[src/rtl/reorder_buffer_if.sv]
// reorder_buffer_if: core-side bundle (issue, rename, CDB, operand query, commit) between core (master) and reorder buffer (slave)
interface reorder_buffer_if;
  logic        issue_valid;
  logic [1:0]  issue_type;
  logic [4:0]  issue_rd;
  logic        issue_pred_jump;
  logic [31:0] issue_alt_pc;
  logic [3:0]  issue_tag;
  logic        full;
  logic [4:0]  rn_index;
  logic [31:0] rn_val;
  logic        cdb_valid;
  logic [3:0]  cdb_tag;
  logic [31:0] cdb_val;
  logic        cdb_jump;
  logic [3:0]  query_tag_1, query_tag_2;
  logic        query_ready_1, query_ready_2;
  logic [31:0] query_val_1, query_val_2;
  logic [4:0]  commit_reg;
  logic [31:0] commit_val;
  logic [4:0]  commit_q_index;
  logic [31:0] commit_q_val;
  logic        store_commit;
  logic [3:0]  store_tag;
  logic        RoB_clear;
  logic [31:0] clear_pc;
  logic        halted;
  modport master (
    output issue_valid, issue_type, issue_rd, issue_pred_jump, issue_alt_pc,
           cdb_valid, cdb_tag, cdb_val, cdb_jump, query_tag_1, query_tag_2,
    input  issue_tag, full, rn_index, rn_val, query_ready_1, query_ready_2,
           query_val_1, query_val_2, commit_reg, commit_val, commit_q_index,
           commit_q_val, store_commit, store_tag, RoB_clear, clear_pc, halted
  );
  modport slave (
    input  issue_valid, issue_type, issue_rd, issue_pred_jump, issue_alt_pc,
           cdb_valid, cdb_tag, cdb_val, cdb_jump, query_tag_1, query_tag_2,
    output issue_tag, full, rn_index, rn_val, query_ready_1, query_ready_2,
           query_val_1, query_val_2, commit_reg, commit_val, commit_q_index,
           commit_q_val, store_commit, store_tag, RoB_clear, clear_pc, halted
  );
endinterface

[src/rtl/reorder_buffer.sv]
// reorder_buffer: 16-entry in-order retirement buffer; ports clk_in/rst_in/rdy_in plus rob (issue+rename, CDB capture, operand query, registered commit/store/flush/halt)
module reorder_buffer #(
  parameter int DEPTH = 16,
  parameter int TAG_W = 4
) (
  input logic              clk_in,
  input logic              rst_in,
  input logic              rdy_in,
  reorder_buffer_if.slave  rob
);
  localparam logic [1:0] T_REG = 2'd0, T_STORE = 2'd1, T_BRANCH = 2'd2, T_EXIT = 2'd3;
  logic [TAG_W-1:0] head, tail;
  logic [TAG_W:0]   count;
  logic [DEPTH-1:0] busy, ready, jump, pred;
  logic [1:0]       typ    [DEPTH];
  logic [4:0]       rd     [DEPTH];
  logic [31:0]      val    [DEPTH];
  logic [31:0]      alt_pc [DEPTH];
  logic accept, retire, mispredict, writes_rd;
  assign rob.full       = count == (TAG_W+1)'(DEPTH);
  assign accept         = rob.issue_valid & ~rob.full & ~rob.RoB_clear & ~rob.halted;
  assign retire         = busy[head] & ready[head] & ~rob.RoB_clear;
  assign mispredict     = retire && typ[head] == T_BRANCH && jump[head] != pred[head];
  assign writes_rd      = typ[head] == T_REG || (typ[head] == T_BRANCH && rd[head] != 5'd0);
  assign rob.issue_tag  = tail;
  assign rob.rn_index   = accept && (rob.issue_type == T_REG || rob.issue_type == T_BRANCH) ? rob.issue_rd : 5'd0;
  assign rob.rn_val     = {{(32-TAG_W){1'b0}}, tail};
  // A result on the CDB this cycle is forwarded before it lands in the entry
  assign rob.query_ready_1 = ready[rob.query_tag_1] | (rob.cdb_valid & rob.cdb_tag == rob.query_tag_1);
  assign rob.query_ready_2 = ready[rob.query_tag_2] | (rob.cdb_valid & rob.cdb_tag == rob.query_tag_2);
  assign rob.query_val_1   = rob.cdb_valid && rob.cdb_tag == rob.query_tag_1 ? rob.cdb_val : val[rob.query_tag_1];
  assign rob.query_val_2   = rob.cdb_valid && rob.cdb_tag == rob.query_tag_2 ? rob.cdb_val : val[rob.query_tag_2];
  always_ff @(posedge clk_in) begin
    if (rst_in) begin
      head               <= '0;
      tail               <= '0;
      count              <= '0;
      busy               <= '0;
      ready              <= '0;
      rob.commit_reg     <= '0;
      rob.commit_val     <= '0;
      rob.commit_q_index <= '0;
      rob.commit_q_val   <= '0;
      rob.store_commit   <= 1'b0;
      rob.store_tag      <= '0;
      rob.RoB_clear      <= 1'b0;
      rob.clear_pc       <= '0;
      rob.halted         <= 1'b0;
    end else if (rdy_in) begin
      rob.commit_reg     <= retire && writes_rd ? rd[head] : 5'd0;
      rob.commit_q_index <= retire && writes_rd ? rd[head] : 5'd0;
      rob.commit_val     <= retire && writes_rd ? val[head] : 32'd0;
      rob.commit_q_val   <= retire && writes_rd ? {{(32-TAG_W){1'b0}}, head} : 32'd0;
      rob.store_commit   <= retire && typ[head] == T_STORE;
      rob.store_tag      <= retire && typ[head] == T_STORE ? head : '0;
      rob.RoB_clear      <= mispredict;
      if (mispredict) rob.clear_pc <= alt_pc[head];
      if (retire && typ[head] == T_EXIT) rob.halted <= 1'b1;
      if (accept) begin
        busy[tail]   <= 1'b1;
        ready[tail]  <= rob.issue_type == T_EXIT;
        typ[tail]    <= rob.issue_type;
        rd[tail]     <= rob.issue_rd;
        pred[tail]   <= rob.issue_pred_jump;
        alt_pc[tail] <= rob.issue_alt_pc;
      end
      // busy[tail] is never set while accepting, so this cannot collide with the issue write
      if (rob.cdb_valid && busy[rob.cdb_tag]) begin
        ready[rob.cdb_tag] <= 1'b1;
        val[rob.cdb_tag]   <= rob.cdb_val;
        jump[rob.cdb_tag]  <= rob.cdb_jump;
      end
      if (retire) busy[head] <= 1'b0;
      // A flush discards everything younger, including anything issued at this edge
      if (mispredict) begin
        head  <= '0;
        tail  <= '0;
        count <= '0;
        busy  <= '0;
      end else begin
        head  <= head + TAG_W'(retire);
        tail  <= tail + TAG_W'(accept);
        count <= count + (TAG_W+1)'(accept) - (TAG_W+1)'(retire);
      end
    end
  end
endmodule

[src/flat_wrapper.sv]
// flat-port wrapper written by rule: the top's interface ports become plain ports
module reorder_buffer_flat 
#(
  parameter int DEPTH = 16,
  parameter int TAG_W = 4
)
  (clk_in, rst_in, rdy_in, rob_issue_valid, rob_issue_type, rob_issue_rd, rob_issue_pred_jump, rob_issue_alt_pc, rob_cdb_valid, rob_cdb_tag, rob_cdb_val, rob_cdb_jump, rob_query_tag_1, rob_query_tag_2, rob_issue_tag, rob_full, rob_rn_index, rob_rn_val, rob_query_ready_1, rob_query_ready_2, rob_query_val_1, rob_query_val_2, rob_commit_reg, rob_commit_val, rob_commit_q_index, rob_commit_q_val, rob_store_commit, rob_store_tag, rob_RoB_clear, rob_clear_pc, rob_halted);
  reorder_buffer_if rob_i ();
  input logic clk_in;
  input logic rst_in;
  input logic rdy_in;
  input wire logic [$bits(rob_i.issue_valid)-1:0] rob_issue_valid;
  input wire logic [$bits(rob_i.issue_type)-1:0] rob_issue_type;
  input wire logic [$bits(rob_i.issue_rd)-1:0] rob_issue_rd;
  input wire logic [$bits(rob_i.issue_pred_jump)-1:0] rob_issue_pred_jump;
  input wire logic [$bits(rob_i.issue_alt_pc)-1:0] rob_issue_alt_pc;
  input wire logic [$bits(rob_i.cdb_valid)-1:0] rob_cdb_valid;
  input wire logic [$bits(rob_i.cdb_tag)-1:0] rob_cdb_tag;
  input wire logic [$bits(rob_i.cdb_val)-1:0] rob_cdb_val;
  input wire logic [$bits(rob_i.cdb_jump)-1:0] rob_cdb_jump;
  input wire logic [$bits(rob_i.query_tag_1)-1:0] rob_query_tag_1;
  input wire logic [$bits(rob_i.query_tag_2)-1:0] rob_query_tag_2;
  output wire logic [$bits(rob_i.issue_tag)-1:0] rob_issue_tag;
  output wire logic [$bits(rob_i.full)-1:0] rob_full;
  output wire logic [$bits(rob_i.rn_index)-1:0] rob_rn_index;
  output wire logic [$bits(rob_i.rn_val)-1:0] rob_rn_val;
  output wire logic [$bits(rob_i.query_ready_1)-1:0] rob_query_ready_1;
  output wire logic [$bits(rob_i.query_ready_2)-1:0] rob_query_ready_2;
  output wire logic [$bits(rob_i.query_val_1)-1:0] rob_query_val_1;
  output wire logic [$bits(rob_i.query_val_2)-1:0] rob_query_val_2;
  output wire logic [$bits(rob_i.commit_reg)-1:0] rob_commit_reg;
  output wire logic [$bits(rob_i.commit_val)-1:0] rob_commit_val;
  output wire logic [$bits(rob_i.commit_q_index)-1:0] rob_commit_q_index;
  output wire logic [$bits(rob_i.commit_q_val)-1:0] rob_commit_q_val;
  output wire logic [$bits(rob_i.store_commit)-1:0] rob_store_commit;
  output wire logic [$bits(rob_i.store_tag)-1:0] rob_store_tag;
  output wire logic [$bits(rob_i.RoB_clear)-1:0] rob_RoB_clear;
  output wire logic [$bits(rob_i.clear_pc)-1:0] rob_clear_pc;
  output wire logic [$bits(rob_i.halted)-1:0] rob_halted;
  assign rob_i.issue_valid = rob_issue_valid;
  assign rob_i.issue_type = rob_issue_type;
  assign rob_i.issue_rd = rob_issue_rd;
  assign rob_i.issue_pred_jump = rob_issue_pred_jump;
  assign rob_i.issue_alt_pc = rob_issue_alt_pc;
  assign rob_i.cdb_valid = rob_cdb_valid;
  assign rob_i.cdb_tag = rob_cdb_tag;
  assign rob_i.cdb_val = rob_cdb_val;
  assign rob_i.cdb_jump = rob_cdb_jump;
  assign rob_i.query_tag_1 = rob_query_tag_1;
  assign rob_i.query_tag_2 = rob_query_tag_2;
  assign rob_issue_tag = rob_i.issue_tag;
  assign rob_full = rob_i.full;
  assign rob_rn_index = rob_i.rn_index;
  assign rob_rn_val = rob_i.rn_val;
  assign rob_query_ready_1 = rob_i.query_ready_1;
  assign rob_query_ready_2 = rob_i.query_ready_2;
  assign rob_query_val_1 = rob_i.query_val_1;
  assign rob_query_val_2 = rob_i.query_val_2;
  assign rob_commit_reg = rob_i.commit_reg;
  assign rob_commit_val = rob_i.commit_val;
  assign rob_commit_q_index = rob_i.commit_q_index;
  assign rob_commit_q_val = rob_i.commit_q_val;
  assign rob_store_commit = rob_i.store_commit;
  assign rob_store_tag = rob_i.store_tag;
  assign rob_RoB_clear = rob_i.RoB_clear;
  assign rob_clear_pc = rob_i.clear_pc;
  assign rob_halted = rob_i.halted;
  reorder_buffer #(.DEPTH(DEPTH), .TAG_W(TAG_W)) u_core (.clk_in(clk_in), .rst_in(rst_in), .rdy_in(rdy_in), .rob(rob_i));
endmodule
[config.mk]
export PLATFORM = sky130hd
export DESIGN_NAME = reorder_buffer_flat
export DESIGN_NICKNAME = d
export VERILOG_FILES = /design/src/rtl/reorder_buffer_if.sv /design/src/rtl/reorder_buffer.sv /design/src/flat_wrapper.sv
export SDC_FILE = /design/constraint.sdc
export NUM_CORES = 2
export LEC_CHECK = 0
export CAP_MARGIN = 10
export CORE_ASPECT_RATIO = 0.5
export CORE_MARGIN = 5
export CORE_UTILIZATION = 25
export CTS_CLUSTER_DIAMETER = 80
export DETAILED_ROUTE_END_ITERATION = 10
export GPL_TIMING_DRIVEN = 0
export PLACE_DENSITY = 0.37
export SLEW_MARGIN = 40
export SYNTH_ARGS = -nofsm -noshare
export SYNTH_HDL_FRONTEND = slang
export SYNTH_SLANG_ARGS = --single-unit
[constraint.sdc]
create_clock -name clk_in -period 13.1 [get_ports clk_in]
set_clock_uncertainty 0.1 [all_clocks]
set_input_delay 1.31 -clock clk_in [delete_from_list [all_inputs] [get_ports clk_in]]
set_output_delay 1.31 -clock clk_in [all_outputs]
set_load 0.02 [all_outputs]
==> summary.md <==
| Metric | Value |
|---|---|
| Final Hold Fails | `0` |
| CTS resizes | `0` |
| Max FO, Critical Path | `10` |
| Worst-skew pair later-pin latency | `800 ps` |
| Count leader, synth | `edfxtp_1` |
| Die area | `245000 µm²` |
| # nets final | `3639` |
| Clock buffer count from CTS | `147` |
| Final std cells w/o fill | `6756` |
| Synthesis-stage register bit count | `1297` |
| Crit Path Category | `input pin to output pin` |
| Crit path required time | `11690 ps` |
| DIE HEIGHT | `353 µm` |
| Final setup violation count | `0` |
| WL final | `214000 µm` |
| Hold Crit Class | `flip-flop to flip-flop` |
| Area Growth Syn to Fin | `25.0%` |
| Max clock buf depth | `4` |
| Initial Utilization | `0.252` |
| Achievable Freq | `0.149 GHz` |
| Setup crit start kind | `input pin` |
| P_sw | `2.15 mW` |
| Cell taking the most area after synthesis | `edfxtp_1` |
| Slew headroom | `0.449` |
| Netlist cell types | `55` |
| Maxcap violations | `0` |
| Int Power | `7.13 mW` |
| Vias per inst | `4.89` |
| CTS tree | `yes` |
| Port bufs | `242` |
| Placer Congestion | `0.767` |
| Sequential cell area | `37700 µm²` |
| # DRC | `0` |
| DP HPWL | `152000 µm` |
| Post-DRT Antenna Nets | `0` |
| Largest net degree at the start of global routing | `20` |
| Hold Path Origin | `u_core.rob.commit_val[11]` |
| Worst setup EP type | `output pin` |
| # rows | `125` |
| Fin. max-slew vios | `0` |
| CP arrival | `5310 ps` |
| Synth Flop Type | `edfxtp_1` |
| Synth Cell Area | `58700 µm²` |
| Setup bufs post-CTS | `0` |
| Initial antenna violation count | `22` |
| Die X | `695 µm` |
| RSZ-0062 raised after global routing | `false` |
| CTS Hold Bufs | `0` |
| Most frequent cells after synthesis | `1168 x edfxtp_1, 697 x mux4_2, 129 x clkbuf_1, 129 x dfxtp_1, 100 x nor2_1` |
| Vias in the first global route | `35000` |
| Power Density | `126 nW/µm²` |
| Clock share of power | `0.430` |
| TritonCTS Sinks | `1297` |
| First-pass iteration count of the detailed router | `5` |
| Largest regs | `u_core.alt_pc (512), u_core.val (512), u_core.rd (80)` |
| Final Cycle Share | `0.513` |
| Sequential share of power | `0.489` |
| Syn Area/Cell | `20.4 µm²` |
| Synth top area share | `0.597` |
| Leakage | `23.1 nW` |
| Root buffer cell | `clkbuf_16` |
| Post-synth EDFFs | `1168` |
| Slew @ Worst Pin | `824 ps` |
| YS warnings | `0` |
| Async S/R FF share, synth | `0` |
| Max VDD drop | `0.0000869 V` |
| Placed Cells | `6500` |
| Reg2reg start | `u_core.head[0]` |
| Global-route wire length before repair | `294000 µm` |
| Status | `completed` |
| Seq/Total Area, Yosys | `0.641` |
| Core area | `233000 µm²` |
| Htree depth | `4` |
| Setup TNS | `0 ps` |
| Comb pwr share | `0.081` |
| GR Util All Layers | `0.172` |
| Area of the multi-input gates | `19900 µm²` |
| Min Tclk post-route | `6720 ps` |
| Fill cell count | `22300` |
| IO Count | `311` |
| Cells after Synth | `2880` |
| Drt first-iter violations | `3054` |
| Total global routing overflow | `0` |
| Reg clk slew, reported paths | `60 ps` |
| Switching power share of the total | `0.232` |
| Ratio of cells with drive above 1 in the final layout | `0.397` |
| Synth area leaders | `edfxtp_1 60%, mux4_2 27%, dfxtp_1 4.4%` |
| Routed vias | `33000` |
| Critical path origin | `rob_query_tag_2[0]` |
| Routed length per instance | `31.7 µm` |
## power groups by stage
stage | clock network [mW] | logic, mW | registers [mW]
finish | 3.99 | 0.753 | 4.54
global route | 4.30 | 0.797 | 4.54
CTS | 4.12 | 0.771 | 4.54
detailed placement | 0 | 0.770 | 4.63
global placement | 0 | 0.727 | 4.63
floorplan | 0 | 0.401 | 4.62
## logic make-up after synthesis
family | synth area share
flip-flops | 0.641
multiplexers | 0.289
buffers and inverters | 0.0269
AND/OR/NAND/NOR | 0.0215
AO/OA/AOI/OAI | 0.0166
XOR/XNOR | 0.00254
adder cells (fa/ha/maj) | 0.00247
other | 0.0000639
## critical path: stages
cell and delay, ps:
clkbuf_1 420, clkbuf_2 490, buf_2 490, xor2_1 150, nor4_2 470, buf_2 290, buf_2 180, clkbuf_1 510
mux2_2 400, clkdlybuf4s50_1 560
## metrics by stage
stage	setup slack (ps)	hold slack (ps)	cell area [µm²]	utilization	total power, mW
after floorplan	7420	344	58900	-	5.02
after global placement	743	344	65200	0.280	5.35
after detailed placement	6230	347	68900	0.296	5.40
after CTS	6230	362	73400	0.315	9.43
after global routing	6100	376	73400	0.315	9.63
final	6380	355	73400	0.315	9.28
## per-layer routing
metal	vias to the layer above	global-route usage	share of wire
li1	13500	-	-
met4	8	0.0394	0.024
met3	303	0.0302	0.050
met2	1016	0.295	0.50
met5	-	0	0.00025
met1	18100	0.226	0.43
## worst paths after layout
kind / slack (ps) / depth (start not counted) / to
worst max-delay path: 6380 / 10 / rob_query_val_2[30]
worst min-delay path: 350 / 2 / u_core.rob.commit_val[11]
worst max register to register: 8600 / 17 / u_core.count[4]
worst min register to register: 350 / 2 / u_core.rob.commit_val[11]
## cell type report
class	instances	share of cell area
flip-flops and latches	1297	0.513
plain buffers	276	0.0210
clock inverters	52	0.00522
repair buffers	454	0.0778
clock buffers	202	0.0556
multi-input cells	1312	0.272
inverters	50	0.00256
diodes	2	0.0000682
well taps	3111	0.0530
## placed cells by master (no fill, tap or decap), drive strengths merged, types with 3 or more instances in the layout
master	count
o21ai	50
nor3b	3
dfxtp	129
ha	10
xor2	10
nor3	31
clkdlybuf4s50	241
nand2	77
a21o	8
nor2	101
clkbuf	331
a211oi	4
edfxtp	1168
o31ai	3
and2	5
a21oi	36
nand4	3
xnor2	7
conb	56
or2	6
a22o	21
mux4	704
nand3b	4
clkinv	40
clkinvlp	3
buf	360
a22oi	4
bufinv	5
mux2i	34
nor4	6
nand3	16
inv	54
nand2b	7
mux2	64
a311oi	17
nor2b	7
No activity file was read; power rests on OpenSTA's default activity.
